===== src/rtl/event_capture_fifo.sv =====
// Event capture queue: each accepted evt strobe buffers din into a small
// show-ahead FIFO, counts accepted captures and flags dropped events stickily.
module event_capture_fifo #(
  parameter int DW    = 4,
  parameter int DEPTH = 4,
  parameter int CW    = 8
) (
  input  logic                       clk,
  input  logic                       rst,
  input  logic                       evt,
  input  logic [DW-1:0]              din,
  output logic [DW-1:0]              dout,
  output logic                       dout_valid,
  input  logic                       dout_ready,
  output logic [$clog2(DEPTH):0]     level,
  output logic                       full,
  output logic                       overflow,
  output logic [CW-1:0]              evt_count
);

  localparam int AW = $clog2(DEPTH);
  localparam int LW = AW + 1;

  logic [DW-1:0] mem [DEPTH];
  logic [AW-1:0] wr_ptr;
  logic [AW-1:0] rd_ptr;
  logic          push;
  logic          pop;

  // Handshake: a word transfers on any edge where dout_valid && dout_ready;
  // dout is held stable while dout_valid=1 and dout_ready=0.
  assign dout_valid = (level != '0);
  assign full       = (level == LW'(DEPTH));
  assign dout       = mem[rd_ptr];
  assign pop        = dout_valid && dout_ready;
  // A full queue still accepts a capture when the head leaves on the same edge.
  assign push       = evt && (!full || pop);

  always_ff @(posedge clk) begin
    if (rst) begin
      wr_ptr    <= '0;
      rd_ptr    <= '0;
      level     <= '0;
      overflow  <= 1'b0;
      evt_count <= '0;
      for (int i = 0; i < DEPTH; i++) begin
        mem[i] <= '0;
      end
    end else begin
      if (push) begin
        mem[wr_ptr] <= din;
        wr_ptr      <= wr_ptr + 1'b1;
        evt_count   <= evt_count + 1'b1;
      end
      if (pop) begin
        rd_ptr <= rd_ptr + 1'b1;
      end
      case ({push, pop})
        2'b10:   level <= level + 1'b1;
        2'b01:   level <= level - 1'b1;
        default: level <= level;
      endcase
      if (evt && !push) begin
        overflow <= 1'b1;
      end
    end
  end

endmodule


===== config.mk =====
export PLATFORM = sky130hd
export DESIGN_NAME = event_capture_fifo
export DESIGN_NICKNAME = d
export VERILOG_FILES = /design/src/rtl/event_capture_fifo.sv
export SDC_FILE = /design/constraint.sdc
export NUM_CORES = 1
export LEC_CHECK = 0
export BUFFER_PORTS_ARGS = -buffer_cell sky130_fd_sc_hd__clkbuf_2
export CAP_MARGIN = 5
export CORE_MARGIN = 1.5
export CORE_UTILIZATION = 54
export CTS_CLUSTER_SIZE = 28
export DETAILED_ROUTE_END_ITERATION = 16
export HOLD_SLACK_MARGIN = 0.08
export PLACE_DENSITY = 0.77
export SLEW_MARGIN = 5
export SYNTH_ARGS = -nofsm -noshare
export SYNTH_HDL_FRONTEND = slang
export SYNTH_SLANG_ARGS = --single-unit

===== constraint.sdc =====
create_clock -name clk -period 2.5 [get_ports clk]
set_input_delay 0 -clock clk [delete_from_list [all_inputs] [get_ports clk]]
set_output_delay 0 -clock clk [all_outputs]
set_load 0.01 [all_outputs]

After elaboration in Yosys (flattened, before gate mapping) --
Memory sizes are Yosys's and may differ from the RTL's. A register that Yosys moved wholly into a read port is not among the register bits. Index checks and enable logic that the tools add are counted.
Word-level totals: logic and storage cells 34, memory bits (writable) 16, output and inout bits 18, flip-flop bits (word level) 16, memories 1
Memory list:
- mem | words 4, width 4, rd ports 1, clocked after Yosys merged registers in 1, wr ports 4, RTL line 24 | logic [DW-1:0] mem [DEPTH];
Operators by class: equality and inequality tests 3, reduce and logical (&&, ||, !) cells 9, multiplexer cells 11, add/sub/neg operators 5
Operator list (number):
- 8-bit by 1-bit adder with 8-bit output (second input constant) | 1
- 1-bit two-way mux | 6
- 2-bit two-way mux | 3
- 3-bit case mux with 2 select lines | 1
- 2-bit by 1-bit adder with 2-bit output (second input constant) | 2
- 4-bit two-way mux | 1
- 4-bit OR reduction | 1
- 3-bit by 1-bit adder with 3-bit output (second input constant) | 1
- 3-bit equality test (second input constant) | 1
- 1-bit logical AND | 3
- 3-bit nonzero test | 1
- 3-bit by 1-bit subtractor with 3-bit output (second input constant) | 1
- 2-bit by 1-bit equality test with 1-bit output (second input constant) | 1
- 2-bit equality test (second input constant) | 1
- 1-bit logical NOT | 2
- 2-bit nonzero test | 1
- 1-bit logical OR | 1

Depth between registers and ports, before layout --
Gate-level depths: netlist of the first run.
depth in word-level cells 9, mapped depth 7

Least setup slack after synthesis of the first run --
OpenSTA, ideal clock, no wires.
path type register to register, start reg level[0], end reg level[2], setup slack 658 ps, stages on the path, launching flop included 6, arrival 1721 ps, period minus slack after synthesis 1842 ps, path buffers 0, path through dfxtp_1 o31a_2 nand2b_1 fa_1 o31ai_1 mux2_4
Between the ends: word-level cells in the longest chain between the ends 6, elaborated cells on any way between the ends 12, those cells by class add/sub: 2; eq/ne: 3; mux: 1; reduce/logical: 6
Ends and longest elaborated chain:
- start, declared | RTL line 15 | output logic [$clog2(DEPTH):0] level,
- start signal, assigned | RTL line 59 | 2'b10: level <= level + 1'b1;
- start signal, assigned | RTL line 60 | 2'b01: level <= level - 1'b1;
- start signal, assigned | RTL line 61 | default: level <= level;
- 3-bit equality test / 3-bit nonzero test (equally long branches) | RTL line 33, 32
- 1-bit logical NOT / 1-bit logical AND (equally long branches) | RTL line 37, 35
- 1-bit logical OR | RTL line 37 | assign push = evt && (!full || pop);
- 1-bit logical AND | RTL line 37
- 2-bit by 1-bit equality test with 1-bit output / 2-bit equality test (equally long branches) | RTL line 58 | case ({push, pop})
- 3-bit case mux with 2 select lines / 2-bit nonzero test (equally long branches)
Several ways; a longest one is shown, not always the timed one. A chain may end at the register's enable or synchronous reset.

==> impl_summary.log, run 1 <==
[metrics] Filler Cells Inserted: 215
[metrics] Pins Over Slew Limit: 0
[metrics] number of antenna-violating nets in the routed design: 0
[metrics] number of storage elements in the synthesis netlist: 34
[metrics] family with the most delay on the worst path: simple AND/OR/NAND/NOR gates
[metrics] gate count after technology mapping: between 100 and 150
[metrics] clock sinks: 34
[metrics] via count: 1090
[metrics] Top FF cell, synth: dfxtp_1
[metrics] total area of multi-input combinational cells: 676.9 µm²
[metrics] wire length on met1: ~1300 µm
[metrics] aggregate negative setup slack: 0 ps
[metrics] die area: 3252 µm²
[metrics] required time at the endpoint of the critical path: 2580 ps
[metrics] storage element area: between 800 and 900 µm²
[metrics] post-route non-filler standard cell count: 199
[metrics] number of DRC violations after detailed routing: 0
[metrics] power density cells: ~700 nW/µm²
[metrics] detailed-routing iteration count for the pre-antenna-repair pass: 4
[metrics] data arrival time at the worst-slack endpoint: 2010 ps
[metrics] nets@finish: around 180
[metrics] Min Hold Slack: 87.09 ps
[metrics] proportion of synthesized flip-flops having asynchronous set or reset: 0%
[metrics] area of the mapped netlist: 1577 µm²
[metrics] GRT Overall Usage: between 10% and 20%
[metrics] cell-by-cell listing of the critical path: or4b_1 -> and2_4 -> a31o_1
[metrics] result of the run: completed
[metrics] met2 WL post-DR: about 1300 µm
[metrics] starting density of the core: 57.17%
[metrics] Worst IR Drop VDD: 0.0004737 V
[metrics] routed wirelength normalized by instance count: 13.62 µm
[metrics] synthesized area per cell: about 11 µm²
[metrics] fraction of final layout cells sized beyond drive strength 1: approximately 26%
[metrics] worst-path cell with the longest stage delay: or4b_1
[metrics] top routing layer used: met4
[metrics] DP HPWL: 1998 µm
[metrics] Final setup violation count: 0
[metrics] normalized max-slew margin: around 69%
[metrics] number of antenna repair diodes: 0
[metrics] delay contributed by the slowest stage of the critical path: 670 ps
[metrics] number of levels the H-tree was split into: 2
[metrics] post-CTS clock slew at the launch and capture registers of the worst setup and hold paths: roughly 100 ps
[metrics] Warnings, synthesis: 0
[metrics] transition time at the pin with the least slew margin: 461.3 ps
[metrics] net count after synthesis: 152
[metrics] Clk Tree Root Cell: clkbuf_4
[metrics] leakage dissipation: approximately 0.74 nW
[metrics] Cell variety after synth: 39
[metrics] Worst-Skew Late Latency: 330 ps
[metrics] antenna violations before repair: 0
[metrics] maximum number of pins on one net before global-route repair: 27
[metrics] Routed met3 length: around 130 µm
[metrics] vertical extent of the die: 57.03 µm
[metrics] Buffers & Inverters on Critical Path: 0
[metrics] Tightest Hold Check Type: in2reg
[metrics] critical path type: reg2reg
[metrics] number of primary I/O pins: 26
[metrics] setup repair after global routing missed its margin: no
[metrics] initial detailed-routing violation count: 34
[metrics] wire length of the first global-routing pass: roughly 4400 µm
[metrics] RePlAce Congestion: 0.8560
[metrics] Placed Cells incl. Taps: 190
[metrics] kind of launch point of the worst setup path: flop
[metrics] CTS tree: built
[metrics] Max Cap Violations: 0
[metrics] Port Buffers: 25
[metrics] GRT Residual Overflow: 0
[metrics] via count of the first global-routing pass: 1006
[metrics] Core Rows: 19
[metrics] EDFF count, synth: 16
[metrics] Critical Path End Type: flop
[metrics] synth-to-layout area growth: 11.83%
[metrics] Die X: around 57 µm
[metrics] CORE AREA: 2758 µm²
[metrics] final period utilization: 77.23%
[metrics] post-synthesis sequential area ratio: 53.33%
[metrics] final WL: 2710 µm
[metrics] Final Skew: around 9.9 ps
[metrics] post-layout minimum cycle time: 1931 ps
[metrics] maximum frequency from static timing analysis: 517.9 MHz
[metrics] Clock Path Buffers: 2
[metrics] maximum net fanout on the critical path: 9
[metrics] final hold violation count: 0
[metrics] total clock buffers created by CTS: 5
[metrics] vias per cell: 5.477
[cell usage after synthesis, types with 2 or more instances]
| cell type | instances | area [µm²] |
|---|---|---|
| nand2b_1 | 8 | 50.05 |
| edfxtp_1 | 16 | 480.5 |
| nand4_1 | 3 | 18.77 |
| and3_1 | 5 | 31.28 |
| buf_1 | 2 | 7.510 |
| buf_6 | 2 | 22.52 |
| dfxtp_1 | 18 | 360.4 |
| clkbuf_1 | 2 | 7.510 |
| a21oi_1 | 2 | 10.01 |
| mux4_2 | 4 | 90.09 |
| nor2_1 | 32 | 120.1 |
| nand3_1 | 5 | 25.02 |
| xnor2_1 | 3 | 26.28 |
| buf_2 | 2 | 10.01 |
| inv_1 | 3 | 11.26 |
| nand2_1 | 4 | 15.01 |
| xor2_1 | 9 | 78.83 |
[per-layer routing]
layer	global-route usage [%]	up-vias
met5	0	-
met4	8.970	0
met3	4.082	6
met2	27.91	30
met1	24.36	513
li1	-	541
[final cells by class]
class                           count  share of cell area [%]
Sequential cell                    34                   47.69
Multi-Input combinational cell     97                   38.40
Timing Repair Buffer               26                   7.665
Clock buffer                        7                   3.123
Tap cell                           31                   2.200
Inverter                            3                  0.6388
Clock inverter                      1                  0.2839
[path summary, 6_finish.rpt]
| check | depth (start not counted) | from | end | slack, ps |
|---|---|---|---|---|
| worst max-delay path | 3 | level[2] | mem[3][0] | 570 |
| worst min-delay path | 3 | din[3] | mem[0][3] | 90 |
| worst max register to register | 3 | level[2] | mem[3][0] | 570 |
| worst min register to register | 2 | overflow | overflow | 490 |
[worst min-delay path: stages]
cell	delay, ps
clkbuf_2	70
nand2b_1	120
nor2_1	110
[flip-flops by register name (all words and copies together) (netlist names), named ones only]
signal	count
rd_ptr	2
level	3
mem	16
evt_count	8
overflow	1
wr_ptr	2
[timing repair]
item	in CTS	in global routing
hold buffers	1	0
gates resized for setup	0	0
endpoints found under the hold margin	1	0
buffers inserted	0	0
[report_power, final]
part           switching (W)  internal [W]  total, W  leakage [nW]
clock               0.000175      0.000136  0.000311        0.0353
sequential         0.0000458      0.000634  0.000680         0.314
combinational       0.000125      0.000123  0.000248         0.387
[cells in the final DEF, fill, tap and decap left out, drive strengths merged, types with 3 or more instances in the layout]
cell type   n
nand2       5
edfxtp     16
inv         3
dfxtp      18
nand2b      8
mux4        4
clkbuf     32
nor2       32
xor2        9
nand4       3
nand3       5
and3        5
xnor2       3
[per-stage QoR]
stage	util [%]	setup slack, ps	cell area [µm²]	total power [W]
3_3_place_gp	61.39	640.1	1693	0.0009358
2_1_floorplan	-	657.8	1577	0.0008722
6_report	63.93	569.2	1763	0.001239
5_1_grt	63.93	470.5	1763	0.001288
3_5_place_dp	61.39	594.6	1693	0.0009405
4_1_cts	63.93	560.3	1763	0.001244
[cell families after synthesis]
group / synth area share, %
simple gates: 22.78
flops: 53.33
xor+xnor: 6.667
buf+inv: 3.730
compound gates: 4.763
mux: 6.667
fa+ha+maj: 2.063
Note: power is estimated with default switching activity, not from simulation.
==> run 2: changes to the inputs <==
==> constraint.sdc (replaced) <==
create_clock -name clk -period 2 [get_ports clk]
set_input_delay 0 -clock clk [delete_from_list [all_inputs] [get_ports clk]]
set_output_delay 0 -clock clk [all_outputs]
set_load 0.01 [all_outputs]
==> run 2 against run 1 <==
Clock skew about the same. Setup slack lost 490 ps. Register-to-register slack worse by 490 ps. Cell count grew 1.0%. Worst hold slack improved by 1.6 ps. Flip-flop and latch count unchanged. Via count up 1.3%. Sequential power grew 26%. Sequential share of layout area is 0.42 points lower. Clock power is 25% higher. Non-clock buffer count rose by 2. Critical path type unchanged. Critical endpoint is now level[1].
==> impl_summary.log, run 2 (synthesis results as in run 1) <==
[metrics] result of the run: completed
[metrics] Clk Tree Root Cell: clkbuf_4
[metrics] Clk network pwr share: between 20% and 30%
[metrics] final hold violation count: 0
[metrics] final period utilization: 96.21%
[metrics] CTS tree: built
[metrics] number of antenna repair diodes: 0
[metrics] leakage dissipation: 0.7439 nW
[metrics] CORE AREA: 2758 µm²
[metrics] GRT Residual Overflow: 0
[metrics] Critical Path End Type: flop
[metrics] final cell utilization of the core: 64.79%
[metrics] Max Cap Violations: 0
[metrics] Die X: 57.03 µm
[metrics] combinational group share of total power: 20.9%
[metrics] most frequent cells in the layout: 32 x nor2_1, 25 x clkbuf_2, 16 x edfxtp_1
[metrics] total clock buffers created by CTS: 5
[metrics] Pins Over Slew Limit: 0
[metrics] DP HPWL: ~2200 µm
[metrics] vias per cell: 5.493
[metrics] critical path type: reg2reg
[metrics] nets@finish: 179
[metrics] Worst-Skew Late Latency: 330 ps
[metrics] post-detailed-placement cell area: 1708 µm²
[metrics] fraction of final layout cells sized beyond drive strength 1: 28.24%
[metrics] GRT Overall Usage: 20.19%
[metrics] synth-to-layout area growth: 13.33%
[metrics] via count of the first global-routing pass: roughly 1100
[metrics] Tightest Hold Check Type: in2reg
[metrics] wire length of the first global-routing pass: 4926 µm
[metrics] maximum frequency from static timing analysis: 519.7 MHz
[metrics] number of primary I/O pins: 26
[metrics] post-route design area: 1787 µm²
[metrics] post-layout minimum cycle time: 1924 ps
[metrics] Tot Pwr: 0.001575 W
[metrics] RePlAce Congestion: 0.7631
[metrics] starting density of the core: 57.17%
[metrics] Regs by FF count: mem x16, evt_count x8, level x3
[metrics] leading cell type in the layout, fill and taps excluded: nor2_1
[metrics] total area of multi-input combinational cells: 683.2 µm²
[metrics] Min Hold Slack: 88.73 ps
[metrics] Port Buffers: 25
[metrics] kind of launch point of the worst setup path: flop
[metrics] die area: 3252 µm²
[metrics] internal power component: 0.001128 W
[metrics] number of antenna-violating nets in the routed design: 0
[metrics] detailed-routing iteration count for the pre-antenna-repair pass: 4
[metrics] vertical extent of the die: between 50 and 60 µm
[metrics] Worst IR Drop VDD: around 0.00067 V
[metrics] antenna violations before repair: 0
[metrics] storage element area: 844.6 µm²
[metrics] maximum number of pins on one net before global-route repair: 27
[metrics] via count: 1104
[metrics] initial detailed-routing violation count: 32
[metrics] Clock Path Buffers: 2
[metrics] aggregate negative setup slack: 0 ps
[metrics] Final Skew: around 10 ps
[metrics] Final setup violation count: 0
[metrics] Filler Cells Inserted: 232
[metrics] maximum net fanout on the critical path: 8
[metrics] power density cells: 881.4 nW/µm²
[metrics] clock sinks: 34
[metrics] final WL: 2959 µm
[metrics] Seq pwr share: 54.5%
[metrics] number of setup buffers added after CTS: 0
[metrics] transition time at the pin with the least slew margin: around 480 ps
[metrics] switching fraction of total power: ~28%
[metrics] number of DRC violations after detailed routing: 0
[metrics] number of levels the H-tree was split into: 2
[metrics] routed wirelength normalized by instance count: 14.72 µm
[metrics] post-CTS clock slew at the launch and capture registers of the worst setup and hold paths: ~100 ps
[metrics] max reg flops: 16
[metrics] Core Rows: 19
[metrics] data arrival time at the worst-slack endpoint: 2160 ps
[metrics] register ranked first by flip-flop count: mem
[metrics] normalized max-slew margin: 68.17%
[metrics] required time at the endpoint of the critical path: 2230 ps
[metrics] net switching power figure: 0.0004464 W
## run 2: final timing paths
check | startpoint | endpoint | slack, ps | cells after the start
hold reg to reg | overflow | overflow | 480 | 2
setup / recovery | level[0] | level[1] | 80 | 6
hold / removal | din[2] | mem[3][2] | 90 | 3
setup reg to reg | level[0] | level[1] | 80 | 6
## run 2: metrics by stage
step / setup WS (ps) / instances
2_1_floorplan: 157.8 / 142
3_3_place_gp: 175.0 / 192
3_5_place_dp: 60.72 / 192
4_1_cts: 56.43 / 201
5_1_grt: -4.411 / 201
6_report: 75.85 / 201
## run 2: repair_timing
action                                 CTS  global route
endpoints found under the hold margin    1             0
gates resized for setup                  0             4
hold buffers                             1             0
setup endpoints to repair                0             2
## run 2: layer usage
metal / GRT usage [%] / routed length, µm
met2: 30.38 / 1379
met4: 7.973 / 39
met5: 0 / 0
met3: 4.989 / 204
met1: 28.44 / 1337
## run 2: power by group through the flow
stage          Combinational [W]  Sequential (W)  Clock, W
2_1_floorplan           0.000230        0.000860         0
3_3_place_gp            0.000309        0.000864         0
5_1_grt                 0.000361        0.000868  0.000425
6_report                0.000329        0.000858  0.000388
3_5_place_dp            0.000319        0.000872         0
4_1_cts                 0.000321        0.000856  0.000398
## run 2: cell type report
type / count / area share (%)
flip-flops and latches: 34 / 47.27
inverters: 3 / 0.6303
well taps: 31 / 2.171
repair buffers: 28 / 8.403
clock buffers: 8 / 3.291
multi-input cells: 97 / 38.24
## run 2: critical path: stages, from the launching register on
cell and delay (ps):
dfxtp_2 370, o31a_2 400, nand2b_1 100, fa_1 450, nor2_1 130, o211ai_1 110, a221oi_2 270
==> run 3: changes to the inputs <==
--- a/config.mk
+++ b/config.mk
@@ -5,6 +5,7 @@
 export SDC_FILE = /design/constraint.sdc
 export NUM_CORES = 1
 export LEC_CHECK = 0
+export ABC_AREA = 1
 export BUFFER_PORTS_ARGS = -buffer_cell sky130_fd_sc_hd__clkbuf_2
 export CAP_MARGIN = 5
 export CORE_MARGIN = 1.5
==> run 3 against run 2 <==
Synthesized cell count rose by 29%. Flip-flop and latch count unchanged. Clock power fell by 10%. Clock skew hardly changed. Core utilization grew 2.0 points. Worst hold slack gained 16 ps. Design area grew 3.0%. First-iteration DRC count increased by 44%. Die area rose by 0.39%. Highest routed layer unchanged. Register-to-register slack better by 130 ps. Routed wire length is 5.1% lower. Critical endpoint is now level[2].
==> impl_summary.log, run 3 <==
[metrics] post-cts gate resize count: 0
[metrics] post-synthesis sequential area ratio: 53.12%
[metrics] maximum net fanout on the critical path: 6
[metrics] Buffers & Inverters on Critical Path: 2
[metrics] Final setup violation count: 0
[metrics] EDFF count, synth: 16
[metrics] setup repair after global routing missed its margin: no
[metrics] vias per cell: between 5 and 6
[metrics] fraction of synthesized cell area taken by the top area cell type: 30.36%
[metrics] post-route non-filler standard cell count: 250
[metrics] most frequent cell after synthesis: nor2_1
[metrics] nets@finish: 228
[metrics] gate count after technology mapping: ~180
[metrics] worst-path cell with the longest stage delay: dfxtp_1
[metrics] aggregate negative setup slack: 0 ps
[metrics] post-route design area: 1841 µm²
[metrics] power density cells: between 900 and 1000 nW/µm²
[metrics] Top FF cell, synth: dfxtp_1
[metrics] Final Skew: 10.15 ps
[metrics] number of levels the H-tree was split into: 2
[metrics] final cell utilization of the core: 66.74%
[metrics] Tot Pwr: 0.001657 W
[metrics] register ranked first by flip-flop count: mem
[metrics] transition time at the pin with the least slew margin: 511.9 ps
[metrics] Worst-Skew Late Latency: between 300 and 400 ps
[metrics] data arrival time at the worst-slack endpoint: between 2000 and 2500 ps
[metrics] post-layout minimum cycle time: 1798 ps
[metrics] area of the mapped netlist: 1583 µm²
[metrics] maximum number of pins on one net before global-route repair: 14
[metrics] CP dominant cell by count: inv_1
[metrics] post-detailed-placement cell area: 1727 µm²
[metrics] number of storage elements in the synthesis netlist: 34
[metrics] RePlAce Congestion: about 0.9
[metrics] kind of launch point of the worst setup path: flop
[metrics] die area: ~3300 µm²
[metrics] post-CTS clock slew at the launch and capture registers of the worst setup and hold paths: 100 ps
[metrics] result of the run: completed
[metrics] Port Buffers: 25
[metrics] proportion of synthesized flip-flops having asynchronous set or reset: 0%
[metrics] CORE AREA: 2758 µm²
[metrics] family with the most delay on the worst path: compound AO/OA/AOI/OAI gates
[metrics] critical path type: reg2reg
[metrics] GRT Residual Overflow: 0
[metrics] via count: 1292
[metrics] antenna violations before repair: 0
[metrics] Placed Cells incl. Taps: 236
[metrics] most frequent cells in the layout: 31 x nor2_1, 28 x nand2_1, 25 x clkbuf_2
[metrics] clock sinks: 34
[metrics] GRT Overall Usage: 19.11%
[metrics] Clock Path Buffers: 2
[metrics] number of antenna repair diodes: 0
[metrics] number of primary I/O pins: 26
[metrics] leading cell type in the layout, fill and taps excluded: nor2_1
[metrics] required time at the endpoint of the critical path: 2240 ps
[metrics] vertical extent of the die: 57.14 µm
[metrics] top cells by count, synth: 31 x nor2_1, 28 x nand2_1, 24 x inv_1, 18 x dfxtp_1, 16 x edfxtp_1
[metrics] fraction of final layout cells sized beyond drive strength 1: 20.09%
[metrics] synthesized area per cell: 8.649 µm²
[metrics] top post-synthesis cells by area: edfxtp_1 30%, dfxtp_1 23%, nor2_1 7.4%, nand2_1 6.6%, inv_1 5.7%
[metrics] Critical Path End Type: flop
[metrics] Worst IR Drop VDD: 0.0007159 V
[metrics] leakage dissipation: 0.8199 nW
[metrics] maximum frequency from static timing analysis: 556.2 MHz
[metrics] Regs by FF count: mem x16, evt_count x8, level x3
[metrics] via count of the first global-routing pass: 1141
[metrics] DP HPWL: 2127 µm
[metrics] delay contributed by the slowest stage of the critical path: 400 ps
[metrics] normalized max-slew margin: 65.51%
[metrics] Filler Cells Inserted: 229
[metrics] synth-to-layout area growth: 16.28%
[metrics] starting density of the core: 57.40%
[metrics] CTS tree: built
[metrics] cell-by-cell listing of the critical path: inv_1 -> a21oi_2 -> nand2_2 -> fa_1 -> inv_1 -> nand4_1 -> a21oi_1 -> nor2_1
[metrics] Die X: 57.14 µm
[metrics] Clk Tree Root Cell: clkbuf_4
[metrics] Tightest Hold Check Type: in2reg
[metrics] number of DRC violations after detailed routing: 0
[metrics] final hold violation count: 0
[metrics] initial detailed-routing violation count: 46
[metrics] total clock buffers created by CTS: 5
[metrics] dominant cell type by area after synthesis: edfxtp_1
[metrics] max reg flops: 16
[metrics] number of antenna-violating nets in the routed design: 0
[metrics] Pins Over Slew Limit: 0
[metrics] final WL: 2808 µm
[metrics] Cell variety after synth: 29
[metrics] detailed-routing iteration count for the pre-antenna-repair pass: 5
[metrics] Warnings, synthesis: 0
[metrics] Core Rows: 19
[metrics] Max Cap Violations: 0
[metrics] wire length of the first global-routing pass: ~4700 µm
[metrics] final period utilization: roughly 90%
[metrics] routed wirelength normalized by instance count: 11.23 µm
[metrics] net count after synthesis: 193
## run 3: cell types whose count changed in the layout (fill, tap and decap cells not counted), moves of 5 or more
cell,change
nand2b_1,-8
a21oi_1,+5
nand2_2,+6
xor2_1,-8
o21ai_0,+14
nor3_1,+5
inv_1,+21
dlygate4sd3_1,+5
nand2_1,+24
## run 3: metal layers
metal	global-route usage [%]	wire length [µm]
met3	6.576	168
met4	9.635	52
met1	24.89	1323
met5	0	0
met2	28.57	1263
## run 3: logic make-up (layout without fill, tap and decap cells)
group           after synthesis  count (layout)  synth area share [%]
fa+ha+maj                     2               2                 2.055
simple gates                 87              87                 26.17
compound gates               32              32                 11.15
xor+xnor                      1               1                0.5535
flops                        34              34                 53.12
buf+inv                      27              63                 6.956
## run 3: final cells by class
type	count	area, µm²	share of cell area (%)
sequential	34	840.8	45.68
multi-input combinational	122	631.9	34.33
timing repair buffer	31	185.2	10.06
inverter	24	90.09	4.895
tap	31	38.79	2.107
clock buffer	5	37.54	2.039
clock inverter	3	16.27	0.8838
## run 3: power breakdown
| part | switching [W] | internal, W | leakage (nW) |
|---|---|---|---|
| Sequential | 0.0000706 | 0.000809 | 0.313 |
| Combinational | 0.000262 | 0.000167 | 0.478 |
| Clock | 0.000217 | 0.000130 | 0.0286 |
| Total | 0.000550 | 0.00111 | 0.820 |
## run 3: repair_timing
action	CTS	global route
setup endpoints to repair	0	0
buffers inserted	0	0
hold buffers	6	0
endpoints found under the hold margin	20	0
## run 3: tightest hold or removal path, stage by stage
cell	delay (ps)
clkbuf_2	140
nand3_1	110
nand3_1	80
a21oi_1	60
## run 3: per-stage QoR
stage / hold slack (ps) / setup WS [ps]
6_report: 104.8 / 202.1
5_1_grt: 111.6 / 41.11
4_1_cts: 82.94 / 220.7
3_5_place_dp: 333.5 / 220.5
3_3_place_gp: 331.0 / 306.0
2_1_floorplan: 69.07 / 335.7
## run 3: worst paths after layout
kind,startpoint,end,slack [ps],cells past startpoint
min reg2reg,overflow,overflow,470,1
min,evt,level[0],100,4
max reg2reg,level[2],level[2],200,8
max,level[2],level[2],200,8
